===== src/rtl/alu_mul_sequencer.sv =====
// Shift-and-add 16x16 multiplier (low 16 bits) that borrows the shared Hack ALU
// for every addition, driving it with a constant-zero code whenever idle.
module alu_mul_sequencer #(
  parameter int WIDTH      = 16,
  parameter bit EARLY_EXIT = 1'b1
) (
  input  logic             clk,
  input  logic             reset,
  input  logic             start,
  input  logic [WIDTH-1:0] a,
  input  logic [WIDTH-1:0] b,
  output logic             busy,
  output logic             done,
  output logic [WIDTH-1:0] product,
  output logic [WIDTH-1:0] alu_x,
  output logic [WIDTH-1:0] alu_y,
  output logic             alu_zx,
  output logic             alu_nx,
  output logic             alu_zy,
  output logic             alu_ny,
  output logic             alu_f,
  output logic             alu_no,
  input  logic [WIDTH-1:0] alu_out
);

  typedef enum logic [1:0] {IDLE, ADD, DBL, DONE} state_t;

  state_t           state;
  logic [WIDTH-1:0] acc;
  logic [WIDTH-1:0] mcand;
  logic [WIDTH-1:0] mplier;
  logic [4:0]       cnt;

  logic [WIDTH-1:0] mplier_shr;
  logic             last_iter;

  assign mplier_shr = mplier >> 1;
  // Early exit only once no multiplier bits remain to be consumed.
  assign last_iter  = (cnt == 5'd15) || (EARLY_EXIT && (mplier_shr == '0));

  always_ff @(posedge clk) begin
    if (reset) begin
      state   <= IDLE;
      acc     <= '0;
      mcand   <= '0;
      mplier  <= '0;
      cnt     <= '0;
      product <= '0;
      busy    <= 1'b0;
      done    <= 1'b0;
    end else begin
      case (state)
        IDLE: begin
          done <= 1'b0;
          if (start) begin
            mcand  <= a;
            mplier <= b;
            acc    <= '0;
            cnt    <= '0;
            busy   <= 1'b1;
            state  <= ADD;
          end
        end
        ADD: begin
          if (mplier[0]) begin
            acc <= alu_out;
          end
          state <= DBL;
        end
        DBL: begin
          mcand  <= alu_out;
          mplier <= mplier_shr;
          cnt    <= cnt + 5'd1;
          if (last_iter) begin
            product <= acc;
            done    <= 1'b1;
            state   <= DONE;
          end else begin
            state <= ADD;
          end
        end
        DONE: begin
          busy  <= 1'b0;
          done  <= 1'b0;
          state <= IDLE;
        end
        default: state <= IDLE;
      endcase
    end
  end

  // ALU drive depends on registered state only; idle code yields constant 0.
  always_comb begin
    alu_x  = '0;
    alu_y  = '0;
    alu_zx = 1'b1;
    alu_nx = 1'b0;
    alu_zy = 1'b1;
    alu_ny = 1'b0;
    alu_f  = 1'b1;
    alu_no = 1'b0;
    if (state == ADD) begin
      alu_x  = acc;
      alu_y  = mcand;
      alu_zx = 1'b0;
      alu_zy = 1'b0;
    end else if (state == DBL) begin
      alu_x  = mcand;
      alu_y  = mcand;
      alu_zx = 1'b0;
      alu_zy = 1'b0;
    end
  end

endmodule


===== config.mk =====
export PLATFORM = sky130hd
export DESIGN_NAME = alu_mul_sequencer
export DESIGN_NICKNAME = d
export VERILOG_FILES = /design/src/rtl/alu_mul_sequencer.sv
export SDC_FILE = /design/constraint.sdc
export NUM_CORES = 1
export LEC_CHECK = 0
export CAP_MARGIN = 20
export CELL_PAD_IN_SITES_DETAIL_PLACEMENT = 0
export CELL_PAD_IN_SITES_GLOBAL_PLACEMENT = 1
export CORE_MARGIN = 4
export CORE_UTILIZATION = 34
export DETAILED_ROUTE_END_ITERATION = 6
export GPL_TIMING_DRIVEN = 1
export PLACE_DENSITY_LB_ADDON = 0.1
export SLEW_MARGIN = 40
export SYNTH_ARGS = -nofsm -noshare
export SYNTH_HDL_FRONTEND = slang
export SYNTH_SLANG_ARGS = --single-unit

===== constraint.sdc =====
create_clock -name clk -period 3.15 [get_ports clk]
set_clock_uncertainty 0.1 [all_clocks]
set_input_delay 0.63 -clock clk [delete_from_list [all_inputs] [get_ports clk]]
set_output_delay 0.63 -clock clk [all_outputs]
set_load 0.01 [all_outputs]

==> results of run 1 <==
[where the power goes]
group / internal, uW / total [uW] / switching, uW / leakage, uW
Clock: 591 / 947 / 356 / 0.000129
Sequential: 1060 / 1170 / 105 / 0.000597
Combinational: 441 / 993 / 552 / 0.000945
[layout make-up]
class / instances / area [sq um] / share of cell area
multi-input cells: 303 / 1880 / 0.385
flip-flops and latches: 73 / 1460 / 0.299
repair buffers: 111 / 1100 / 0.224
well taps: 133 / 166 / 0.0341
clock buffers: 12 / 165 / 0.0338
clock inverters: 4 / 97.6 / 0.0200
inverters: 5 / 18.8 / 0.00384
[routing by layer]
layer,routed length [um],track usage,vias up
met4,81,0.0374,0
met1,4450,0.213,1419
li1,-,-,1599
met2,4450,0.259,92
met5,0,0,-
met3,727,0.0564,9
[placed cells by master, fill, tap and decap left out, drive strengths merged, types with 3 or more instances in the layout]
cell and instances:
nor2b 17, bufinv 3, nor2 57, nand2 73, ha 7, conb 4, dfxtp 73, a211oi 32
clkdlybuf4s50 101, o21ai 20, or4 3, inv 4, and3 3, nand2b 3, clkbuf 12, a22oi 17
a21oi 3, mux2i 47, buf 10
[flip-flops by register name, summed over array words and instances (netlist names)]
signal	count
mcand	16
acc	16
done	1
cnt	5
state	2
mplier	16
product	16
busy	1
[cell families after synthesis]
logic type                 count (synthesis)
and+or+nand+nor                          165
AOI/OAI and AO/OA                         78
DFF                                       73
muxes                                     49
buffers and inverters                     42
adders and majority gates                  7
other                                      2
[stage by stage]
| step | util | setup slack (ns) | hold WS [ns] | area (sq um) |
|---|---|---|---|---|
| floorplan | - | 0.940 | 0.345 | 3530 |
| global placement | 0.466 | 0.413 | 0.343 | 4610 |
| detailed placement | 0.466 | 0.424 | 0.348 | 4610 |
| CTS | 0.492 | 0.0395 | 0.363 | 4880 |
| global route | 0.493 | 0.0262 | 0.381 | 4890 |
| finish | 0.493 | 0.130 | 0.358 | 4890 |
[timing repair]
action                     4_1_cts  5_1_grt
setup endpoints to repair        0        5
hold endpoints to repair         0        0
gates resized for setup          0        1
[critical path, stage by stage (launching register included)]
cell and delay (ns):
sky130_fd_sc_hd__dfxtp_1 0.33, sky130_fd_sc_hd__inv_1 0.17, sky130_fd_sc_hd__ha_4 0.28, sky130_fd_sc_hd__buf_12 0.21, sky130_fd_sc_hd__nand2_1 0.06, sky130_fd_sc_hd__o21ai_0 0.29, sky130_fd_sc_hd__clkdlybuf4s50_1 0.61
[path summary, 6_finish.rpt]
path,depth (start not counted),to,slack (ns)
hold reg to reg,2,product[3],0.36
setup / recovery,6,alu_x[15],0.13
hold / removal,2,product[3],0.36
setup reg to reg,7,product[4],0.63
==> results.py, run 1 <==
metrics = {
    "placement": {
        "finalWeightedCongestion": 0.790,
        "dpl.cell_count": 625,
        "detailedPlacementHpwl_mm": 7.02,
        "port_buffers": 102,
    },
    "die": {
        "placeableCoreArea_sq_um": 9910,
        "placementRows": 36,
        "starting_density_of_the_core": 0.355,
        "die-area_sq_um": 12000,
        "die_width_um": 110,
        "boundaryPins": 107,
        "die_h_um": 110,
    },
    "worst_hold_path": {
        "worst_hold_startpoint": "product[3]",
        "min_path_type": "register to register",
    },
    "power_and_ir_drop": {
        "report.power.total_uw": 3110,
        "leakage_uw": 0.00167,
        "ir_worst_vdd_v": 0.000253,
        "power.density_nw_per_um2": 636,
    },
    "grt": {
        "grt_pass1_vias": 3067,
        "grt-ovfl-total": 0,
        "grt_start_max_net_pins": 49,
        "grt_antenna_before_repair": 0,
        "grt_usage": 0.163,
        "global_route_wire_length_before_repair_mm": 15.2,
    },
    "cells_and_area": {
        "fillers": 978,
        "finalNonFillerCells": 641,
        "drive_gt1_frac": 0.0630,
        "number_of_antenna_repair_diodes": 0,
        "design.final.nets": 561,
        "area_growth_pct": 38.8,
    },
    "synthesis": {
        "post_synth_and_or_nand_nor_area_fraction": 0.203,
        "muxShareOfSynthArea": 0.140,
        "synth_async_sr_flop_share": 0,
        "synth_xor_area_frac": 0,
        "syn_avg_cell_area_sq_um": 8.46,
        "netlist.area_leader.share": 0.415,
        "ys_seq_area_frac": 0.415,
        "synth-compound-area-share": 0.156,
        "synth-adder-area-share": 0.0249,
        "yosysWarningCount": 0,
        "synth_enable_flop_cells": 0,
        "synth_area_leader_cell": "sky130_fd_sc_hd__dfxtp_1",
        "synth_cell_types": 35,
        "post_synth_inst_count": 416,
        "synth_top_family_by_area": "simple AND/OR/NAND/NOR gates",
        "synthFlopType": "sky130_fd_sc_hd__dfxtp_1",
        "netlist_top_cells_count": "sky130_fd_sc_hd__dfxtp_1 (73), sky130_fd_sc_hd__nand2_1 (73), sky130_fd_sc_hd__nor2_1 (57), sky130_fd_sc_hd__mux2i_1 (47), sky130_fd_sc_hd__a211oi_1 (32)",
        "post_synth_main_area_contributors": "sky130_fd_sc_hd__dfxtp_1 (42%), sky130_fd_sc_hd__mux2i_1 (13%), sky130_fd_sc_hd__nand2_1 (7.8%)",
        "yosys_register_bits": 73,
        "synthesis.area_sq_um": 3520,
    },
    "clocking": {
        "cts_tree": "built",
        "cts_made_buffers": 9,
        "hold_fix_buffers_at_cts": 0,
        "path_clk_slew_ns": 0.08,
        "ctsLongestPathBuffers": 2,
        "postcts_setup_bufs": 0,
        "worstSkewPairLatency_ns": 0.34,
        "ctsHtreeMaxLevel": 3,
        "cts_num_sinks": 73,
        "clock_tree_root_driver_cell": "sky130_fd_sc_hd__clkbuf_8",
    },
    "routing": {
        "drt.antenna.violating_nets": 0,
        "drtPass1Iterations": 4,
        "detail_route.iter0.violations": 113,
        "route.detailed.vias_per_inst": 4.87,
        "route.vias.total": 3119,
        "wl_mm": 9.70,
        "drt_drc_violations_left": 0,
        "wl_per_cell_um": 15.1,
    },
    "run_status": {
        "status": "finished clean",
    },
    "critical_path": {
        "cp_max_fo": 22,
        "timing.critical_path.to_type": "output port",
        "worst-setup-path-type": "register to output port",
        "cp-startpoint": "state[0]",
        "timing.critical_path.from_type": "register",
        "timing.rr.start": "state[0]",
        "cp.arrival_ns": 2.29,
        "crit_required_ns": 2.42,
    },
    "timing": {
        "setup_total_neg_slack_ns": 0,
        "max_freq_ghz": 0.331,
        "setup_repair_after_global_routing_missed_its_margin": "false",
        "timing.max_slew.rel_slack": 0.532,
        "finalWorstPathRequiredPeriod_ns": 3.02,
        "post-route-period-util": 0.959,
        "timing.final.max_slew_violations": 0,
        "hold_viol_final": 0,
        "final-setup-viol-count": 0,
        "max_slew.worst_pin.slew_ns": 0.702,
    },
    "run": {
        "drv.max_cap_violation_count": 0,
    },
}
(Power assumes the default switching activity.)
==> run 2: changes to the inputs <==
CTS_CLUSTER_DIAMETER = 80   (was default)
TNS_END_PERCENT = 5   (was default)
==> results of run 2 <==
Same layout as run 1: the final DEF is identical, and so are final timing and power.
==> run 3: changes to the inputs <==
CORE_UTILIZATION = 31   (was 34)
CTS_CLUSTER_SIZE = 20   (was default)
SKIP_LAST_GASP = 1   (was default)
clock period = 2.73 ns   (was 3.15 ns; I/O delays follow)
==> run 3 against run 2 <==
Critical path depth did not move. Power rose by 20%. Hold slack improved by 0.00093 ns. Setup slack got worse by 0.17 ns. Sequential power rose by 16%. Register-to-register slack got worse by 0.14 ns. The run now ends with negative setup slack left. Combinational power rose by 19%. First-iteration DRC count did not move. Utilization fell by 3.7 points.
==> results.py, run 3 (synthesized netlist as in run 1, its figures left out) <==
metrics = {
    "grt": {
        "global_route_wire_length_before_repair_mm": 16.1,
        "grt_pass1_vias": 3190,
        "grt_start_max_net_pins": 41,
        "grt_usage": 0.154,
        "grt-ovfl-total": 0,
        "grt_antenna_before_repair": 0,
    },
    "critical_path": {
        "max_stage_delay_ns": 0.59,
        "cp.arrival_ns": 2.12,
        "timing.critical_path.from_type": "register",
        "cp_max_fo": 34,
        "crit_required_ns": 2.08,
        "timing.critical_path.cells": "inv_1 > ha_2 > buf_12 > nand2_1 > o21ai_0 > clkdlybuf4s50_1",
        "cpMaxStageDelayCell": "sky130_fd_sc_hd__clkdlybuf4s50_1",
        "timing.critical_path.to_type": "output port",
        "worst-setup-path-type": "register to output port",
    },
    "timing": {
        "setup_total_neg_slack_ns": -0.135,
        "post-route-period-util": 1.01,
        "max_slew.worst_pin.slew_ns": 0.715,
        "worst_case_hold_slack_ns": 0.359,
        "timing.max_slew.rel_slack": 0.523,
        "timing.final.max_slew_violations": 0,
        "finalWorstPathRequiredPeriod_ns": 2.77,
        "worst_slack_ns": -0.0401,
        "setup_repair_after_global_routing_missed_its_margin": "true",
        "final-setup-viol-count": 6,
        "hold_viol_final": 0,
        "max_freq_ghz": 0.361,
    },
    "power_and_ir_drop": {
        "ir_worst_vdd_v": 0.000375,
        "power.density_nw_per_um2": 749,
        "leakage_uw": 0.00174,
    },
    "placement": {
        "detailedPlacementHpwl_mm": 7.12,
        "dpl.cell_count": 637,
        "port_buffers": 102,
        "preCtsSetupSlack_ns": 0.111,
        "finalWeightedCongestion": 0.810,
    },
    "run_status": {
        "violations": "negative setup slack",
        "status": "finished with violations",
    },
    "cells_and_area": {
        "number_of_antenna_repair_diodes": 0,
        "final_common_cell": "sky130_fd_sc_hd__clkdlybuf4s50_1",
        "mostFrequentLayoutCells": "sky130_fd_sc_hd__clkdlybuf4s50_1 (100), sky130_fd_sc_hd__nand2_1 (73), sky130_fd_sc_hd__dfxtp_1 (73), sky130_fd_sc_hd__nor2_1 (55), sky130_fd_sc_hd__mux2i_1 (47)",
        "drive_gt1_frac": 0.0741,
        "area_growth_pct": 42.1,
        "design.final.nets": 566,
        "finalNonFillerCells": 653,
    },
    "routing": {
        "detail_route.iter0.violations": 113,
        "wl_mm": 9.87,
        "drtPass1Iterations": 4,
        "route.vias.total": 3152,
        "route.detailed.vias_per_inst": 4.83,
        "wl_per_cell_um": 15.1,
        "drt.antenna.violating_nets": 0,
        "drt_drc_violations_left": 0,
    },
    "die": {
        "boundaryPins": 107,
        "die_width_um": 115,
        "die-area_sq_um": 13100,
        "die_h_um": 115,
        "placeableCoreArea_sq_um": 11000,
        "starting_density_of_the_core": 0.321,
        "placementRows": 38,
    },
    "clocking": {
        "path_clk_slew_ns": 0.06,
        "cts_tree": "built",
        "hold_fix_buffers_at_cts": 0,
        "ctsLongestPathBuffers": 2,
        "clock_tree_root_driver_cell": "sky130_fd_sc_hd__clkbuf_16",
        "worstSkewPairLatency_ns": 0.33,
        "ctsHtreeMaxLevel": 3,
        "postcts_setup_bufs": 0,
        "cts_num_sinks": 73,
        "cts_made_buffers": 9,
    },
    "worst_hold_path": {
        "min_path_type": "register to register",
    },
    "run": {
        "drv.max_cap_violation_count": 0,
    },
}
## run 3: changes by cell type in the layout (fill, tap and decap cells not counted), sizes merged
cell,change
bufinv,-2
clkinvlp,-1
clkdlybuf4s50,-1
inv,+1
clkbuf,-2
clkinv,+4
buf,+5
dlymetal6s2s,+1
## run 3: per-stage QoR
stage                     utilization  cell area, sq um  total power (uW)
after floorplan                     -              3530              2100
after global placement          0.424              4660              2540
after detailed placement        0.424              4660              2550
after CTS                       0.455              4990              3790
after global routing            0.456              5000              3980
final                           0.456              5000              3750
## run 3: power by group
group          internal, uW  switching, uW  leakage [uW]
Sequential             1230            130      0.000597
Clock                   736            468      0.000153
Combinational           546            636      0.000993
## run 3: what timing repair did
action | in CTS | in global routing
pin swaps | 0 | 0
setup endpoints to repair | 32 | 31
gates resized for setup | 7 | 3
## run 3: path summary, 6_finish.rpt
path,startpoint,to,slack (ns),cells after the start
min,product[14],product[14],0.36,2
max,state[0],alu_x[2],-0.04,6
max reg2reg,state[0],product[1],0.49,7
min reg2reg,product[14],product[14],0.36,2
## run 3: routing by layer
metal | global-route usage | up-vias | routed length [um]
li1 | - | 1621 | -
met2 | 0.238 | 87 | 4400
met4 | 0.0380 | 0 | 45
met5 | 0 | - | 0
met1 | 0.212 | 1440 | 4800
met3 | 0.0418 | 4 | 613
## run 3: worst max-delay path: cells and delay by family, from the launching register on
kind | cells | cell delay, ns
adders and majority gates | 1 | 0.27
AOI/OAI and AO/OA | 1 | 0.22
DFF | 1 | 0.33
and+or+nand+nor | 1 | 0.07
buffers and inverters | 3 | 0.91
## run 3: layout make-up
type	instances	area, sq um
fill	1113	5980
inverter	5	18.8
timing repair buffer	116	1160
clock inverter	6	66.3
sequential	73	1460
multi-input combinational	303	1880
clock buffer	10	239
tap	140	175
